===== src/rtl/cache_arb_pkg.sv =====
// Purpose : shared types and constants for the cache fill arbiter.
// Latency : n/a (declarations only).
// Backpressure: n/a.
package cache_arb_pkg;

    // 16-bit words per cache line and default memory read latency.
    localparam int DEF_LINE_WORDS  = 8;
    localparam int DEF_MEM_LATENCY = 4;

    // Index of the last word in a line; the return counter compares against it.
    localparam logic [2:0] LAST_WORD_IDX = 3'(DEF_LINE_WORDS - 1);

    typedef enum logic [1:0] {
        IDLE  = 2'd0,
        FILL  = 2'd1,
        WRITE = 2'd2
    } arb_state_t;

    // Requester identity; also the encoding of the round-robin 'last' bit.
    typedef logic req_id_t;
    localparam req_id_t REQ_I = 1'b0;
    localparam req_id_t REQ_D = 1'b1;

    // Byte address of word 'idx' within the line holding 'line_addr'.
    // Plain concatenation: a line never crosses a 16-byte boundary.
    function automatic logic [15:0] fill_addr(input logic [15:4] line_addr,
                                              input logic [2:0]  idx);
        return {line_addr, idx, 1'b0};
    endfunction

endpackage


===== src/rtl/rr_pick2.sv =====
// Purpose : two-way round-robin chooser between the I and D requesters.
// Latency : combinational.
// Backpressure: none; caller only consults pick when some request is up.
//
// Ports: req_i/req_d request lines, last = side granted most recently,
//        pick = chosen side (REQ_I/REQ_D).
module rr_pick2
    import cache_arb_pkg::*;
(
    input  logic    req_i,
    input  logic    req_d,
    input  req_id_t last,
    output req_id_t pick
);

    always_comb begin
        pick = REQ_I;
        if (req_i && req_d) begin
            // Tie: favour whoever did not go last.
            pick = (last == REQ_I) ? REQ_D : REQ_I;
        end else if (req_d) begin
            pick = REQ_D;
        end
    end

endmodule


===== src/rtl/cache_fill_arbiter.sv =====
// Purpose : shares one main memory between I-cache fills and D-cache fills/write-throughs.
// Latency : grant + first read one cycle after the request is seen idle; fill done with the 8th return.
// Backpressure: requests hold until done; one transaction at a time, one dead IDLE cycle between them.
//
// Ports: clk/rst (sync, active-high);
//        i_req/i_addr -> i_grant/i_data/i_data_valid/i_word/i_done (fills only);
//        d_req/d_wr/d_addr/d_wdata -> d_grant/d_data/d_data_valid/d_word/d_done;
//        mem_en/mem_wr/mem_addr/mem_wdata -> memory, mem_rdata/mem_data_valid <- memory.
module cache_fill_arbiter
    import cache_arb_pkg::*;
(
    input  logic        clk,
    input  logic        rst,

    input  logic        i_req,
    input  logic [15:0] i_addr,
    output logic        i_grant,
    output logic [15:0] i_data,
    output logic        i_data_valid,
    output logic [2:0]  i_word,
    output logic        i_done,

    input  logic        d_req,
    input  logic        d_wr,
    input  logic [15:0] d_addr,
    input  logic [15:0] d_wdata,
    output logic        d_grant,
    output logic [15:0] d_data,
    output logic        d_data_valid,
    output logic [2:0]  d_word,
    output logic        d_done,

    output logic        mem_en,
    output logic        mem_wr,
    output logic [15:0] mem_addr,
    output logic [15:0] mem_wdata,
    input  logic [15:0] mem_rdata,
    input  logic        mem_data_valid
);

    arb_state_t  state, state_nxt;
    req_id_t     owner;         // side that holds the current grant
    req_id_t     last;          // side granted most recently
    req_id_t     pick;
    logic [15:1] addr_q;        // fill: line address with [3:1]=0; write: word address
    logic [15:0] wdata_q;
    logic [3:0]  k_cnt;         // reads issued; bit 3 = all issued
    logic [3:0]  r_cnt;         // words returned; bit 3 = line complete
    logic        grab;          // IDLE accepts a request this cycle
    logic        issue;         // fill read issued this cycle
    logic        ret_vld;       // memory word accepted for the owner this cycle
    logic        xfer_done;     // transaction completes this cycle
    logic        busy;

    // Line-offset bits of the I address and the byte bit of the D address never matter.
    logic        unused_addr_bits;
    assign unused_addr_bits = ^{i_addr[3:0], d_addr[0]};

    rr_pick2 u_pick (
        .req_i (i_req),
        .req_d (d_req),
        .last  (last),
        .pick  (pick)
    );

    always_ff @(posedge clk) begin
        if (rst) begin
            state <= IDLE;
        end else begin
            state <= state_nxt;
        end
    end

    always_comb begin
        state_nxt = state;
        grab      = 1'b0;
        issue     = 1'b0;
        ret_vld   = 1'b0;
        xfer_done = 1'b0;
        mem_en    = 1'b0;
        mem_wr    = 1'b0;
        mem_addr  = '0;
        mem_wdata = '0;
        unique case (state)
            IDLE: begin
                // Any mem_data_valid here is a leftover from an aborted fill.
                if (i_req || d_req) begin
                    grab      = 1'b1;
                    state_nxt = (pick == REQ_D && d_wr) ? WRITE : FILL;
                end
            end
            FILL: begin
                if (!k_cnt[3]) begin
                    issue    = 1'b1;
                    mem_en   = 1'b1;
                    mem_addr = fill_addr(addr_q[15:4], k_cnt[2:0]);
                end
                // Returns are counted independently of issues: the memory is pipelined.
                if (mem_data_valid && !r_cnt[3]) begin
                    ret_vld = 1'b1;
                    if (r_cnt[2:0] == LAST_WORD_IDX) begin
                        xfer_done = 1'b1;
                        state_nxt = IDLE;
                    end
                end
            end
            WRITE: begin
                mem_en    = 1'b1;
                mem_wr    = 1'b1;
                mem_addr  = {addr_q[15:1], 1'b0};
                mem_wdata = wdata_q;
                xfer_done = 1'b1;
                state_nxt = IDLE;
            end
            default: begin
                state_nxt = IDLE;
            end
        endcase
    end

    always_ff @(posedge clk) begin
        if (rst) begin
            owner   <= REQ_I;
            last    <= REQ_I;
            addr_q  <= '0;
            wdata_q <= '0;
            k_cnt   <= '0;
            r_cnt   <= '0;
        end else begin
            if (grab) begin
                owner   <= pick;
                last    <= pick;
                wdata_q <= d_wdata;
                k_cnt   <= '0;
                r_cnt   <= '0;
                if (pick == REQ_D && d_wr) begin
                    addr_q <= d_addr[15:1];
                end else if (pick == REQ_D) begin
                    addr_q <= {d_addr[15:4], 3'b000};
                end else begin
                    addr_q <= {i_addr[15:4], 3'b000};
                end
            end
            if (issue) begin
                k_cnt <= k_cnt + 4'd1;
            end
            if (ret_vld) begin
                r_cnt <= r_cnt + 4'd1;
            end
        end
    end

    assign busy = (state != IDLE);

    assign i_grant      = busy && (owner == REQ_I);
    assign d_grant      = busy && (owner == REQ_D);
    assign i_data_valid = ret_vld && (owner == REQ_I);
    assign d_data_valid = ret_vld && (owner == REQ_D);
    assign i_done       = xfer_done && (owner == REQ_I);
    assign d_done       = xfer_done && (owner == REQ_D);

    // Both data buses just mirror memory; the valids qualify them.
    assign i_data = mem_rdata;
    assign d_data = mem_rdata;
    assign i_word = r_cnt[2:0];
    assign d_word = r_cnt[2:0];

endmodule


===== config.mk =====
export PLATFORM = sky130hd
export DESIGN_NAME = cache_fill_arbiter
export DESIGN_NICKNAME = d
export VERILOG_FILES = /design/src/rtl/cache_arb_pkg.sv /design/src/rtl/rr_pick2.sv /design/src/rtl/cache_fill_arbiter.sv
export SDC_FILE = /design/constraint.sdc
export NUM_CORES = 1
export LEC_CHECK = 0
export CORE_MARGIN = 8
export CORE_UTILIZATION = 40
export DETAILED_ROUTE_END_ITERATION = 16
export PLACE_DENSITY_LB_ADDON = 0.08
export RECOVER_POWER = 50
export SYNTH_ARGS = -nofsm -noshare
export SYNTH_HDL_FRONTEND = slang
export SYNTH_SLANG_ARGS = --single-unit

===== constraint.sdc =====
create_clock -name clk -period 3.71 [get_ports clk]
set_input_delay 0.5565 -clock clk [delete_from_list [all_inputs] [get_ports clk]]
set_output_delay 0.5565 -clock clk [all_outputs]
set_load 0.05 [all_outputs]

==> flow_metrics.py <==
metrics = {
    "global_routing": {
        "grtUsageMet2_pct": 21.7,
        "grt_use_total_pct": 13.1,
        "grt_pass1_vias": 1949,
        "grt_max_degree": 33,
        "grt_pass1_wl_mm": 9.35,
        "met1_usage_pct": 14.6,
        "overflow": 0,
        "grt_use_met3_pct": 6.09,
        "antenna_found_initial": 0,
        "busiest_layer": "met2",
    },
    "finish": {
        "drive_gt1_share_pct": 3.54,
        "nNetsFinal": 414,
        "antenna_cells": 0,
        "syn_to_final_growth_pct": 31.8,
        "final_cells": 414,
        "final_util_pct": 53.8,
    },
    "routing": {
        "routed_wl_mm": 5.78,
        "ant_nets": 0,
        "first_pass_iters": 4,
        "via_per_inst": 4.82,
        "vias": 1994,
        "drtIter0Drc": 63,
        "detail_route.wl_per_cell_um": 14.0,
        "drc": 0,
    },
    "sta": {
        "relSlewSlack_pct": 28.3,
        "rsz0062_at_grt": "no",
        "setup_violations": 0,
        "holdWs_ps": 451,
        "fin_skew_ps": 9.71,
        "slew_viol_final": 0,
        "max_freq_mhz": 305,
        "hold_viol_final": 0,
        "fin_crit_ps": 3280,
        "fin_setup_tns_ps": 0,
        "fin_crit_sh_pct": 88.5,
        "tightest_slew_ps": 1070,
    },
    "synthesis": {
        "synth_most_common_cell": "dfxtp_1",
        "synthTopCellsByCount": "42 x dfxtp_1, 39 x buf_4, 39 x nand2_1",
        "synth_edf_count": 0,
        "ys_top_cells_by_area": "dfxtp_1 35%, buf_4 12%, and2_1 7.6%, nand2_1 6.1%, a21oi_1 5.2%",
        "yosysTopAreaCellShare_pct": 35.2,
        "syn_nets": 368,
        "yosysWarnings": 0,
        "ys_ff_latch": 42,
        "yosysUniqueCellTypes": 34,
        "yosysSeqAreaShare_pct": 35.2,
        "yosysTopAreaCell": "dfxtp_1",
        "syn-instance-count": 292,
        "syn_area_per_cell_um2": 8.18,
        "synth-async-reset-ratio_pct": 0,
        "synth-main-ff-cell": "dfxtp_1",
        "netlist_area_um2": 2390,
    },
    "clocking": {
        "cts_tree": "built",
        "cts_buffer_depth": 2,
        "clkTransAtPathRegs_ps": 80,
        "numCtsBuffers": 5,
        "clock-root-buffer": "clkbuf_8",
        "clock_latency_ps": 290,
        "hold_buffers": 0,
        "post_cts_resized": 0,
        "cts_max_level": 2,
        "cts_num_sinks": 42,
        "postCtsSetupRepairBufs": 0,
    },
    "run_status": {
        "outcome": "finished clean",
    },
    "power_and_ir_drop": {
        "p_clk_share_pct": 29.5,
        "pwr-share-comb_pct": 27.4,
        "p_leak_nw": 1.21,
        "p_int_w": 0.000836,
        "power_switching_w": 0.000370,
        "swShare_pct": 30.7,
        "seqPwrFrac_pct": 43.1,
        "ir_drop_uv": 212,
        "power.density_nw_per_um2": 383,
        "power_w": 0.00121,
    },
    "setup_path": {
        "max_stage_delay_ps": 820,
        "cp_top_family": "buffers and inverters",
        "crit_chain": "inv_1 -> ha_1 -> and2b_1 -> o21a_1 -> and2_1 -> clkdlybuf4s50_1",
        "cp-start-kind": "flop",
        "crit_type": "reg2out",
        "required_ps": 3150,
        "end_kind": "primary output",
        "worst_r2r_path_depth": 6,
        "r2r_end": "addr_q[7]",
        "r2r_slack_ps": 1770,
        "rr_startpoint": "state[0]",
        "path_buf_inv": 2,
        "cp.arrival_ps": 2730,
        "cp_max_fo": 13,
        "slowest_stage": "clkdlybuf4s50_1",
    },
    "place": {
        "numPortBuffers": 93,
        "numPlacedInstances": 406,
        "dp_hpwl_mm": 4.33,
        "gp_congestion": 0.740,
    },
    "worst_hold_path": {
        "worstHoldPathType": "reg2reg",
        "min_path_cells": 2,
        "min-delay-start": "wdata_q[3]",
        "hold_path_end": "wdata_q[3]",
    },
    "floorplanning": {
        "initial_core_util_pct": 40.8,
        "die_x_um": 93.3,
        "coreArea_um2": 5850,
        "io_pins": 148,
        "die_area_um2": 8700,
        "rows": 28,
        "die_h_um": 93.3,
    },
    "job": {
        "maxCapViolCount": 0,
    },
}
[sequential cells by signal (all words and copies together) (netlist names)]
register  flops
r_cnt         4
state         2
wdata_q      16
k_cnt         4
last          1
addr_q       15
[power by group through the flow]
| stage | registers [W] | clock network [W] | logic, W |
|---|---|---|---|
| floorplan | 0.000522 | 0 | 0.000324 |
| global placement | 0.000530 | 0 | 0.000335 |
| detailed placement | 0.000532 | 0 | 0.000337 |
| CTS | 0.000521 | 0.000366 | 0.000338 |
| global route | 0.000526 | 0.000386 | 0.000364 |
| finish | 0.000521 | 0.000356 | 0.000330 |
[logic make-up (layout without fill, tap and decap cells)]
logic type               Yosys count  in the layout  share of synthesized area [%]
AND/OR/NAND/NOR                  115            115                           23.8
flip-flops                        42             42                           35.2
other                              1              1                          0.157
buffers and inverters             61            108                           17.1
AO/OA/AOI/OAI                     54             54                           15.1
adder cells (fa/ha/maj)            6              6                           3.14
multiplexers                      13             13                           5.50
[stage by stage]
step,cell area (um^2),setup WS [ps]
after floorplan,2390,1180
after global placement,3050,769
after detailed placement,3050,735
after CTS,3150,374
after global routing,3150,231
final,3150,427
[how the worst max path moves through the flow]
stage / from / end / slack (ps) / cells past startpoint
after floorplan: state[0] / mem_addr[1] / 1180 / 5
after global routing: state[1] / mem_addr[15] / 230 / 6
after CTS: state[1] / mem_addr[15] / 370 / 6
after detailed placement: state[1] / mem_addr[5] / 730 / 6
after global placement: state[1] / mem_addr[15] / 770 / 6
final: state[1] / mem_addr[14] / 430 / 6
[worst min-delay path, stage by stage (launching register included)]
cell and delay, ps:
dfxtp_1 310, nand2_1 50, a21oi_1 50
[cells in the final DEF, fill, tap and decap left out, types with 2 or more instances in the layout]
cell	count
ha_1	6
clkbuf_1	3
nand3b_1	2
dfxtp_1	42
o32ai_1	2
clkdlybuf4s50_1	89
clkbuf_8	5
mux2i_1	12
nand2_1	39
a21oi_1	25
dlygate4sd3_1	4
nor2_1	23
nand2b_1	6
nor2b_1	4
buf_4	3
and2_1	29
a211oi_1	13
a32oi_1	3
a22oi_1	4
nand3_1	5
nand4_1	2
o21a_1	3
inv_1	3
[routing by layer]
metal  wire [um]  vias to the layer above
li1            -                     1028
met1        2310                      894
met2        2770                       57
met3         618                       15
met4          76                        0
met5           0                        -
[area by class of cell]
cell class	instances	area (um^2)
Clock inverter	1	30.0
Clock buffer	7	76.3
Inverter	3	11.3
Sequential cell	42	841
Tap cell	75	93.8
Timing Repair Buffer	97	957
Multi-Input combinational cell	189	1140
Fill cell	558	2700
(Power assumes the default switching activity.)
